==> src/rtl/wb_scheduler_pkg.sv <==
// Shared widths and encodings for the writeback scheduler slice.
// The writeback-source enum doubles as the round-robin priority pointer value.
package wb_scheduler_pkg;

    localparam int REG_NUM    = 32;
    localparam int REG_ADDR_W = 5;
    localparam int RV32_W     = 32;

    typedef enum logic {
        WB_SRC_EXU = 1'b0,
        WB_SRC_LSU = 1'b1
    } wb_src_e;

endpackage

==> src/rtl/wb_scheduler_if.sv <==
// Writeback, issue and regfile-port signals of the scheduler, bundled.
// slave is the scheduler's view; master is the surrounding pipeline's view.
interface wb_scheduler_if
    import wb_scheduler_pkg::*;
#(
    parameter int ADDR_W = REG_ADDR_W,
    parameter int DATA_W = RV32_W
);

    logic              exu_valid;
    logic              exu_ready;
    logic [ADDR_W-1:0] exu_rd;
    logic [DATA_W-1:0] exu_data;

    logic              lsu_valid;
    logic              lsu_ready;
    logic [ADDR_W-1:0] lsu_rd;
    logic [DATA_W-1:0] lsu_data;

    logic              iss_valid;
    logic [ADDR_W-1:0] iss_rd;
    logic              iss_wb;
    logic [ADDR_W-1:0] iss_rs1;
    logic [ADDR_W-1:0] iss_rs2;
    logic              iss_use1;
    logic              iss_use2;
    logic              iss_stall;

    logic              rf_wen;
    logic [ADDR_W-1:0] rf_waddr;
    logic [DATA_W-1:0] rf_wdata;
    logic              sb_err;

    modport slave (
        input  exu_valid, exu_rd, exu_data,
        input  lsu_valid, lsu_rd, lsu_data,
        input  iss_valid, iss_rd, iss_wb, iss_rs1, iss_rs2, iss_use1, iss_use2,
        output exu_ready, lsu_ready, iss_stall,
        output rf_wen, rf_waddr, rf_wdata, sb_err
    );

    modport master (
        output exu_valid, exu_rd, exu_data,
        output lsu_valid, lsu_rd, lsu_data,
        output iss_valid, iss_rd, iss_wb, iss_rs1, iss_rs2, iss_use1, iss_use2,
        input  exu_ready, lsu_ready, iss_stall,
        input  rf_wen, rf_waddr, rf_wdata, sb_err
    );

endinterface

==> src/rtl/wb_scheduler_rr_arb2.sv <==
// Two-way round-robin arbiter between EXU and LSU writebacks.
// Grants are combinational; the pointer always moves to the requester that lost.
module wb_rr_arb2
    import wb_scheduler_pkg::*;
(
    input  logic clk,
    input  logic rst_n,
    input  logic req_exu,
    input  logic req_lsu,
    output logic gnt_exu,
    output logic gnt_lsu
);

    wb_src_e prio;

    // NOTE: defaults come first so every path assigns both grants; a missing
    // branch in always_comb would otherwise infer a latch.
    always_comb begin
        gnt_exu = 1'b0;
        gnt_lsu = 1'b0;
        if (rst_n) begin
            if (req_exu && req_lsu) begin
                gnt_exu = (prio == WB_SRC_EXU);
                gnt_lsu = (prio == WB_SRC_LSU);
            end else begin
                gnt_exu = req_exu;
                gnt_lsu = req_lsu;
            end
        end
    end

    always_ff @(posedge clk or negedge rst_n) begin
        if (!rst_n) begin
            prio <= WB_SRC_EXU;
        end else if (gnt_exu) begin
            prio <= WB_SRC_LSU;
        end else if (gnt_lsu) begin
            prio <= WB_SRC_EXU;
        end
    end

endmodule

==> src/rtl/wb_scheduler.sv <==
// Regfile write-port owner: arbitrates EXU/LSU writebacks, registers the write,
// and keeps the per-register pending scoreboard that drives the decode stall.
module wb_scheduler #(
    parameter int REG_NUM = wb_scheduler_pkg::REG_NUM,
    parameter int ADDR_W  = wb_scheduler_pkg::REG_ADDR_W,
    parameter int DATA_W  = wb_scheduler_pkg::RV32_W
) (
    input  logic            clk,
    input  logic            rst_n,
    wb_scheduler_if.slave   bus
);

    logic               gnt_exu;
    logic               gnt_lsu;
    logic               acc_exu;
    logic               acc_lsu;
    logic               acc;
    logic [ADDR_W-1:0]  acc_rd;
    logic [DATA_W-1:0]  acc_data;
    logic               iss_fire;
    logic               stall;
    logic [REG_NUM-1:0] pending;
    logic [REG_NUM-1:0] pending_nxt;
    logic               wen_q;
    logic [ADDR_W-1:0]  waddr_q;
    logic [DATA_W-1:0]  wdata_q;
    logic               err_q;

    wb_rr_arb2 u_arb (
        .clk     (clk),
        .rst_n   (rst_n),
        .req_exu (bus.exu_valid),
        .req_lsu (bus.lsu_valid),
        .gnt_exu (gnt_exu),
        .gnt_lsu (gnt_lsu)
    );

    assign acc_exu  = bus.exu_valid && gnt_exu;
    assign acc_lsu  = bus.lsu_valid && gnt_lsu;
    assign acc      = acc_exu || acc_lsu;
    assign acc_rd   = acc_lsu ? bus.lsu_rd   : bus.exu_rd;
    assign acc_data = acc_lsu ? bus.lsu_data : bus.exu_data;

    // A register whose write is on the port this cycle still counts as pending.
    always_comb begin
        stall = 1'b0;
        if (bus.iss_valid) begin
            stall = (bus.iss_use1 && pending[bus.iss_rs1]) ||
                    (bus.iss_use2 && pending[bus.iss_rs2]) ||
                    (bus.iss_wb   && pending[bus.iss_rd]);
        end
    end

    assign iss_fire = bus.iss_valid && !stall;

    // Clear first, then set, so a same-edge re-issue of the retiring rd wins.
    always_comb begin
        pending_nxt = pending;
        if (wen_q) begin
            pending_nxt[waddr_q] = 1'b0;
        end
        if (iss_fire && bus.iss_wb && (bus.iss_rd != '0)) begin
            pending_nxt[bus.iss_rd] = 1'b1;
        end
        pending_nxt[0] = 1'b0;
    end

    // NOTE: state flops use non-blocking assignments so each one samples the
    // pre-edge value of every other flop regardless of statement order.
    always_ff @(posedge clk or negedge rst_n) begin
        if (!rst_n) begin
            pending <= '0;
            wen_q   <= 1'b0;
            waddr_q <= '0;
            wdata_q <= '0;
            err_q   <= 1'b0;
        end else begin
            pending <= pending_nxt;
            wen_q   <= acc && (acc_rd != '0);
            if (acc) begin
                waddr_q <= acc_rd;
                wdata_q <= acc_data;
                if ((acc_rd != '0) && !pending[acc_rd]) begin
                    err_q <= 1'b1;
                end
            end
        end
    end

    assign bus.exu_ready = gnt_exu;
    assign bus.lsu_ready = gnt_lsu;
    assign bus.iss_stall = stall;
    assign bus.rf_wen    = wen_q;
    assign bus.rf_waddr  = waddr_q;
    assign bus.rf_wdata  = wdata_q;
    assign bus.sb_err    = err_q;

endmodule

==> src/flat_wrapper.sv <==
// flat-port wrapper written by rule: the top's interface ports become plain ports
module wb_scheduler_flat 
#(
    parameter int REG_NUM = wb_scheduler_pkg::REG_NUM,
    parameter int ADDR_W  = wb_scheduler_pkg::REG_ADDR_W,
    parameter int DATA_W  = wb_scheduler_pkg::RV32_W
)
  (clk, rst_n, bus_exu_valid, bus_exu_rd, bus_exu_data, bus_lsu_valid, bus_lsu_rd, bus_lsu_data, bus_iss_valid, bus_iss_rd, bus_iss_wb, bus_iss_rs1, bus_iss_rs2, bus_iss_use1, bus_iss_use2, bus_exu_ready, bus_lsu_ready, bus_iss_stall, bus_rf_wen, bus_rf_waddr, bus_rf_wdata, bus_sb_err);
  wb_scheduler_if #(.ADDR_W(ADDR_W), .DATA_W(DATA_W)) bus_i ();
  input  logic clk;
  input  logic rst_n;
  input wire logic [$bits(bus_i.exu_valid)-1:0] bus_exu_valid;
  input wire logic [$bits(bus_i.exu_rd)-1:0] bus_exu_rd;
  input wire logic [$bits(bus_i.exu_data)-1:0] bus_exu_data;
  input wire logic [$bits(bus_i.lsu_valid)-1:0] bus_lsu_valid;
  input wire logic [$bits(bus_i.lsu_rd)-1:0] bus_lsu_rd;
  input wire logic [$bits(bus_i.lsu_data)-1:0] bus_lsu_data;
  input wire logic [$bits(bus_i.iss_valid)-1:0] bus_iss_valid;
  input wire logic [$bits(bus_i.iss_rd)-1:0] bus_iss_rd;
  input wire logic [$bits(bus_i.iss_wb)-1:0] bus_iss_wb;
  input wire logic [$bits(bus_i.iss_rs1)-1:0] bus_iss_rs1;
  input wire logic [$bits(bus_i.iss_rs2)-1:0] bus_iss_rs2;
  input wire logic [$bits(bus_i.iss_use1)-1:0] bus_iss_use1;
  input wire logic [$bits(bus_i.iss_use2)-1:0] bus_iss_use2;
  output wire logic [$bits(bus_i.exu_ready)-1:0] bus_exu_ready;
  output wire logic [$bits(bus_i.lsu_ready)-1:0] bus_lsu_ready;
  output wire logic [$bits(bus_i.iss_stall)-1:0] bus_iss_stall;
  output wire logic [$bits(bus_i.rf_wen)-1:0] bus_rf_wen;
  output wire logic [$bits(bus_i.rf_waddr)-1:0] bus_rf_waddr;
  output wire logic [$bits(bus_i.rf_wdata)-1:0] bus_rf_wdata;
  output wire logic [$bits(bus_i.sb_err)-1:0] bus_sb_err;
  assign bus_i.exu_valid = bus_exu_valid;
  assign bus_i.exu_rd = bus_exu_rd;
  assign bus_i.exu_data = bus_exu_data;
  assign bus_i.lsu_valid = bus_lsu_valid;
  assign bus_i.lsu_rd = bus_lsu_rd;
  assign bus_i.lsu_data = bus_lsu_data;
  assign bus_i.iss_valid = bus_iss_valid;
  assign bus_i.iss_rd = bus_iss_rd;
  assign bus_i.iss_wb = bus_iss_wb;
  assign bus_i.iss_rs1 = bus_iss_rs1;
  assign bus_i.iss_rs2 = bus_iss_rs2;
  assign bus_i.iss_use1 = bus_iss_use1;
  assign bus_i.iss_use2 = bus_iss_use2;
  assign bus_exu_ready = bus_i.exu_ready;
  assign bus_lsu_ready = bus_i.lsu_ready;
  assign bus_iss_stall = bus_i.iss_stall;
  assign bus_rf_wen = bus_i.rf_wen;
  assign bus_rf_waddr = bus_i.rf_waddr;
  assign bus_rf_wdata = bus_i.rf_wdata;
  assign bus_sb_err = bus_i.sb_err;
  wb_scheduler #(.REG_NUM(REG_NUM), .ADDR_W(ADDR_W), .DATA_W(DATA_W)) u_core (.clk(clk), .rst_n(rst_n), .bus(bus_i));
endmodule
==> config.mk <==
export PLATFORM = sky130hd
export DESIGN_NAME = wb_scheduler_flat
export DESIGN_NICKNAME = d
export VERILOG_FILES = /design/src/rtl/wb_scheduler_pkg.sv /design/src/rtl/wb_scheduler_if.sv /design/src/rtl/wb_scheduler_rr_arb2.sv /design/src/rtl/wb_scheduler.sv /design/src/flat_wrapper.sv
export SDC_FILE = /design/constraint.sdc
export NUM_CORES = 1
export LEC_CHECK = 0
export ABC_AREA = 1
export BUFFER_PORTS_ARGS = -buffer_cell sky130_fd_sc_hd__buf_2
export CORE_ASPECT_RATIO = 0.75
export CORE_MARGIN = 8
export CORE_UTILIZATION = 55
export CTS_BUF_LIST = sky130_fd_sc_hd__clkbuf_8
export CTS_CLUSTER_SIZE = 28
export DETAILED_ROUTE_END_ITERATION = 6
export PLACE_DENSITY = 0.83
export SYNTH_ARGS = -nofsm -noshare
export SYNTH_HDL_FRONTEND = slang
export SYNTH_HIERARCHICAL = 1
export SYNTH_SLANG_ARGS = --single-unit
==> constraint.sdc <==
create_clock -name clk -period 3 [get_ports clk]
set_input_delay 0.9 -clock clk [delete_from_list [all_inputs] [get_ports clk]]
set_output_delay 0.9 -clock clk [all_outputs]
set_load 0.02 [all_outputs]
# Yosys cells after proc, flatten, opt, wreduce, memory -nomap -nowiden
# Cells that the tools add are included.
# Widths: inputs -> output; s select.
[totals] out_inout_bits=42 in_bits=97 word_cells=62 register_bits=71
[classes] muxes=23 magnitude_cmp=7 n_reduce_logical=22 n_bitwise=4
[ops] op="$mux 32" n=3
[ops] op="$and 32x32->32" n=1
[ops] op="$not 32->32" n=1
[ops] op="$or 32x32->32" n=1
[ops] op="$lt 5x6->1 const B" n=5
[ops] op="$bmux 1 s5" n=4
[ops] op="$logic_and 1x1->1" n=13
[ops] op="$mux 1" n=13
[ops] op="$demux 1 s5" n=2
[ops] op="$ge 5x1->1 const B" n=2
[ops] op="$reduce_bool 5->1" n=2
[ops] op="$mux 5" n=1
[ops] op="$logic_or 1x1->1" n=3
[ops] op="$logic_not 1->1" n=2
[ops] op="$reduce_and 2->1" n=1
[ops] op="$reduce_bool 2->1" n=1
[ops] op="$not 1->1" n=1

# Depth between registers and ports, before layout
[logic_depth] depth_word=11 ltp_mapped=16 ltp_nobuf=16

# By module
# Netlist, hierarchy kept.
[modules_own_cells] module="wb_scheduler" cells_each=741 area_each_um2=4939.7 instances=1 seq_area_each_um2=1751.7
[modules_own_cells] module="wb_rr_arb2" cells_each=11 area_each_um2=63.8 instances=1 seq_area_each_um2=25.0

# Least setup slack after synthesis
# No wires, ideal clock.
[synth_timing] path_type="input -> output" start="input bus_iss_rs2[1]" end="output bus_iss_stall" slack_ns=0.130 stages=12 arrival_time_ns=1.970 n_path_buf=1 t_required_ns=2.100 path_cell_list="buf_4 -> inv_2 -> a21oi_1 -> o21ai_1 -> nand2_1 -> nand2_1 -> nand2_1 -> nor2_1 -> nor2_2 -> nor2_4 -> o21ai_0 -> inv_1"
[synth_via] elab_chain_len=6
[synth_lines] element="start, declared" line="flat_wrapper.sv:22" rtl="input wire logic [$bits(bus_i.iss_rs2)-1:0] bus_iss_rs2;"
[synth_lines] element="$bmux 1 s5" line="wb_scheduler.sv:49" rtl="(bus.iss_use2 && pending[bus.iss_rs2]) ||"
[synth_lines] element="$mux 1 (implied by the code)" line="wb_scheduler.sv:49"
[synth_lines] element="$logic_and 1x1->1" line="wb_scheduler.sv:49"
[synth_lines] element="$logic_or 1x1->1" line="wb_scheduler.sv:48" rtl="stall = (bus.iss_use1 && pending[bus.iss_rs1]) ||"
[synth_lines] element="$logic_or 1x1->1" line="wb_scheduler.sv:49"
[synth_lines] element="$mux 1" line="wb_scheduler.sv:47" rtl="if (bus.iss_valid) begin"
[synth_lines] element="end, declared" line="flat_wrapper.sv:27" rtl="output wire logic [$bits(bus_i.iss_stall)-1:0] bus_iss_stall;"
# No other way between the ends. The select of a mux whose other input is x is not followed.

# Worst setup path in the final report
[layout_timing] start="input bus_iss_rd[4]" end="output bus_iss_stall"
[layout_via] elab_chain_len=5
[layout_lines] element="start, declared" line="flat_wrapper.sv:19" rtl="input wire logic [$bits(bus_i.iss_rd)-1:0] bus_iss_rd;"
[layout_lines] element="$bmux 1 s5" line="wb_scheduler.sv:50" rtl="(bus.iss_wb && pending[bus.iss_rd]);"
[layout_lines] element="$mux 1 (implied by the code)" line="wb_scheduler.sv:50"
[layout_lines] element="$logic_and 1x1->1" line="wb_scheduler.sv:50"
[layout_lines] element="$logic_or 1x1->1" line="wb_scheduler.sv:49"
[layout_lines] element="$mux 1" line="wb_scheduler.sv:47"
# No other way between the ends. The select of a mux whose other input is x is not followed.

==> results by group <==
Timing
  – Clock skew: about 8.3 ps
  – RSZ-0062 raised after global routing: yes
  – Fin crit share: 101%
  – Slew headroom: 39.7%
  – Peak Freq: 331 MHz
  – Period minus WS final: ~3000 ps
  – Final WS setup: -25.7 ps
  – Final Max Slew Viols: 0
  – Worst slew pin tran: 905 ps
  – Setup TNS: -25.7 ps
  – Final setup fails: 1
  – Final Hold Viols: 0
  – WHS: 475 ps

Synthesis
  – Syn Std Cell Area: between 5000 and 6000 um2
  – Syn Area/Cell: 6.65 um2
  – Synthesized flop and latch total: approximately 70
  – Syn nets: between 800 and 900
  – Top post-synthesis cells by area: dfrtp_1 36%, nand2_1 18%, o21ai_0 11%
  – Register area share after synthesis: ~36%
  – Synth area leader: dfrtp_1
  – YS warnings: 6
  – Mapped Cells: roughly 750
  – Synth cell types: 30
  – Synth top area share: a little over a third

Floorplan
  – # rows: 30
  – Starting Density: between 50% and 60%
  – # IOs: approximately 140
  – Core area: 8930 um2
  – Die area: between 10000 and 15000 um2
  – Die Width: about 130 um
  – Die Height: between 90 and 100 um

Place
  – Placer Congestion: 1.03
  – Placed Area: about 5900 um2
  – Place WS: -301 ps
  – I/O Buffers: roughly 140
  – Post-DP HPWL: between 10000 and 15000 um

Setup path
  – WP buf/inv: 4
  – Critical Path Slowest Stage Cell: nor3_2
  – CP peak stage delay: roughly 310 ps
  – Delay-heaviest family, CP: simple AND/OR/NAND/NOR gates
  – Worst EP arrival: ~2100 ps
  – Startpoint types: input port
  – Crit Path Max Fanout: 5
  – Worst path most repeated cell: nand2_1
  – Critical Path End Type: primary output
  – Critical path, cell by cell: buf_2 -> inv_1 -> nor3_2 -> nand2_1 -> nand2_1 -> nor2_1 -> nand2_1 -> nand2_2 -> nand2_4 -> o21ai_2 -> inv_1 -> buf_6
  – Kind of critical path: input port to primary output
  – CP required: 2100 ps

Finish
  – Area taken by multi-input logic gates: roughly 2800 um2
  – Ant diodes: 0
  – P&R area growth vs syn: 23.8%
  – Layout filler cell count: between 700 and 800
  – Final core utilization: about 69%
  – Final instance area: 6200 um2
  – Flip-flop and latch area: between 1500 and 2000 um2
  – Fin nets: between 900 and 1000
  – Share of cells above drive strength 1: 27.6%

Route
  – Total Wirelength: roughly 18000 um
  – DRT Pass-1 Iters: 5
  – Vias post-DR: approximately 5700
  – Drt drc: 0
  – Vias per cell: around 5.6
  – Post-DR wirelength/cell: approximately 18 um
  – Initial DRC count: between 600 and 700
  – Routed Antenna Nets: 0

Clock tree
  – Hold-fix buffers, CTS: 0
  – H-tree depth: 3
  – CTS tree: built
  – Postcts setup bufs: 0
  – Clk_lat worst skew: 360 ps
  – Deepest clock path buffer count: 2
  – Total clock sinks: approximately 70
  – Clock root cell: clkbuf_8
  – Worst-path clk slew: 80 ps
  – Num CTS Buffers: 9

Min path
  – Hold Path Class: register to register

Global routing
  – Via count of the first global-routing pass: 5556
  – Initial antenna violation count: 0
  – First-pass GRT wire length: around 29000 um
  – Largest net degree at the start of global routing: 72
  – Gr ovfl total: 0
  – Tot GR Track Use: between 20% and 30%

Pwr
  – Power Dens Cells: 631 nW/um2
  – Leakage: roughly 3.1 nW
  – Worst ir drop on vdd: 0.522 mV

Run status
  – Status: complete, but fails checks
  – Violated checks: setup timing

Run
  – # Max-Cap Violations: 0
==> state kept, by name (all words and copies together) (netlist names) <==
signal	flops
u_core/u_arb/prio	1
u_core/bus.rf_waddr	5
u_core/pending	31
u_core/bus.rf_wen	1
u_core/bus.rf_wdata	32
u_core/bus.sb_err	1
==> cells in the final DEF (no fill, tap or decap), types with 2 or more instances in the layout <==
| cell type | instances |
|---|---|
| nand2_1 | 237 |
| buf_2 | 132 |
| o21ai_0 | 104 |
| nor2_1 | 77 |
| nand3_1 | 71 |
| dfrtp_1 | 71 |
| inv_1 | 62 |
| nand3_2 | 31 |
| buf_4 | 30 |
| o21ai_1 | 21 |
| clkbuf_8 | 9 |
| a21oi_2 | 5 |
| nor3_2 | 5 |
| buf_6 | 4 |
| a21oi_1 | 4 |
| inv_2 | 4 |
| inv_6 | 3 |
| inv_4 | 3 |
| o21ai_2 | 3 |
| nand2_2 | 3 |
| buf_12 | 3 |
| clkinvlp_4 | 2 |
| inv_8 | 2 |
| buf_8 | 2 |
| nor2_2 | 2 |
| nand3b_1 | 2 |
| nor3_1 | 2 |
| nand4_1 | 2 |
==> report_power, final <==
part / switching [mW] / internal (mW) / leakage (nW)
Sequential: 0.396 / 1.24 / 0.803
Clock: 0.434 / 0.320 / 0.0907
Combinational: 0.996 / 0.523 / 2.25
==> worst register-to-register path, cell delays in order (launching register included) <==
cell and delay [ps]:
dfrtp_1 380, inv_1 50, a21oi_1 140, nand2_1 160
buf_4 230, nand2_1 70, nand2_1 200, nor2_1 290
nand2_1 90, nand2_1 60, nand3b_1 100, nand2_1 60
nand2_1 80, nand2_1 50, nand3_1 100, nand2_1 60
==> synth_stat cells <==
library cell and count:
buf_4 8, or2_2 1, buf_6 5, nand2_4 1, nor2_4 1, inv_2 6
o21a_1 1, nand3_2 31, nand2_2 2, a21oi_1 6, o21ai_2 1, dfrtp_1 71
nand3_1 71, nor2_1 77, nand4_1 2, nand3b_1 2, buf_12 3, clkbuf_1 13
buf_2 5, nor2_8 1, o21ai_1 19, nand2_1 238, inv_1 63, a21oi_2 3
nor3_1 8, o21ai_0 108, nor2_2 2, a41oi_1 1, o211ai_1 1, clkinv_1 1
==> worst paths after layout <==
path	from	endpoint	slack, ps	depth (start not counted)
max	bus_iss_rd[4]	bus_iss_stall	-30	12
min	u_core/bus.sb_err	u_core/bus.sb_err	470	2
max reg2reg	u_core/u_arb/prio	u_core/bus.sb_err	770	15
min reg2reg	u_core/bus.sb_err	u_core/bus.sb_err	470	2
max in group asynchronous	rst_n	u_core/pending[15]	1630	2
min in group asynchronous	rst_n	u_core/bus.rf_wdata[12]	810	2
==> metal layers <==
metal  global-route usage [%]  up-vias  wire length [um]
met1                     38.4     2685              7510
met2                     44.3      282              8070
met3                     6.85       29              1960
met5                        0        -                 0
met4                     8.76        0               308
li1                         -     2733                 -
==> kinds of logic (layout without fill, tap and decap cells) <==
group                  Yosys count  in the layout  share of synthesized area [%]
buffers and inverters          104            259                           10.3
AND/OR/NAND/NOR                437            437                           39.8
AO/OA/AOI/OAI                  140            140                           14.5
flip-flops                      71             71                           35.5
==> metrics by stage <==
step	power, mW	cells
floorplan	2.43	752
global placement	3.04	1002
detailed placement	3.08	1002
CTS	3.85	1018
global route	4.12	1019
finish	3.91	1019
==> timing repair <==
item,CTS,global route
setup endpoints to repair,1,1
resized for setup,21,13
pin swaps,7,9
cloned,0,1
==> layout make-up <==
class                   count  share of cell area [%]
flip-flops and latches     71                    28.7
inverters                  70                    4.36
well taps                 112                    2.26
multi-input cells         577                    44.7
clock inverters             7                    1.03
clock buffers               9                    2.00
repair buffers            173                    17.0
Note: power is estimated with default switching activity, not from simulation.
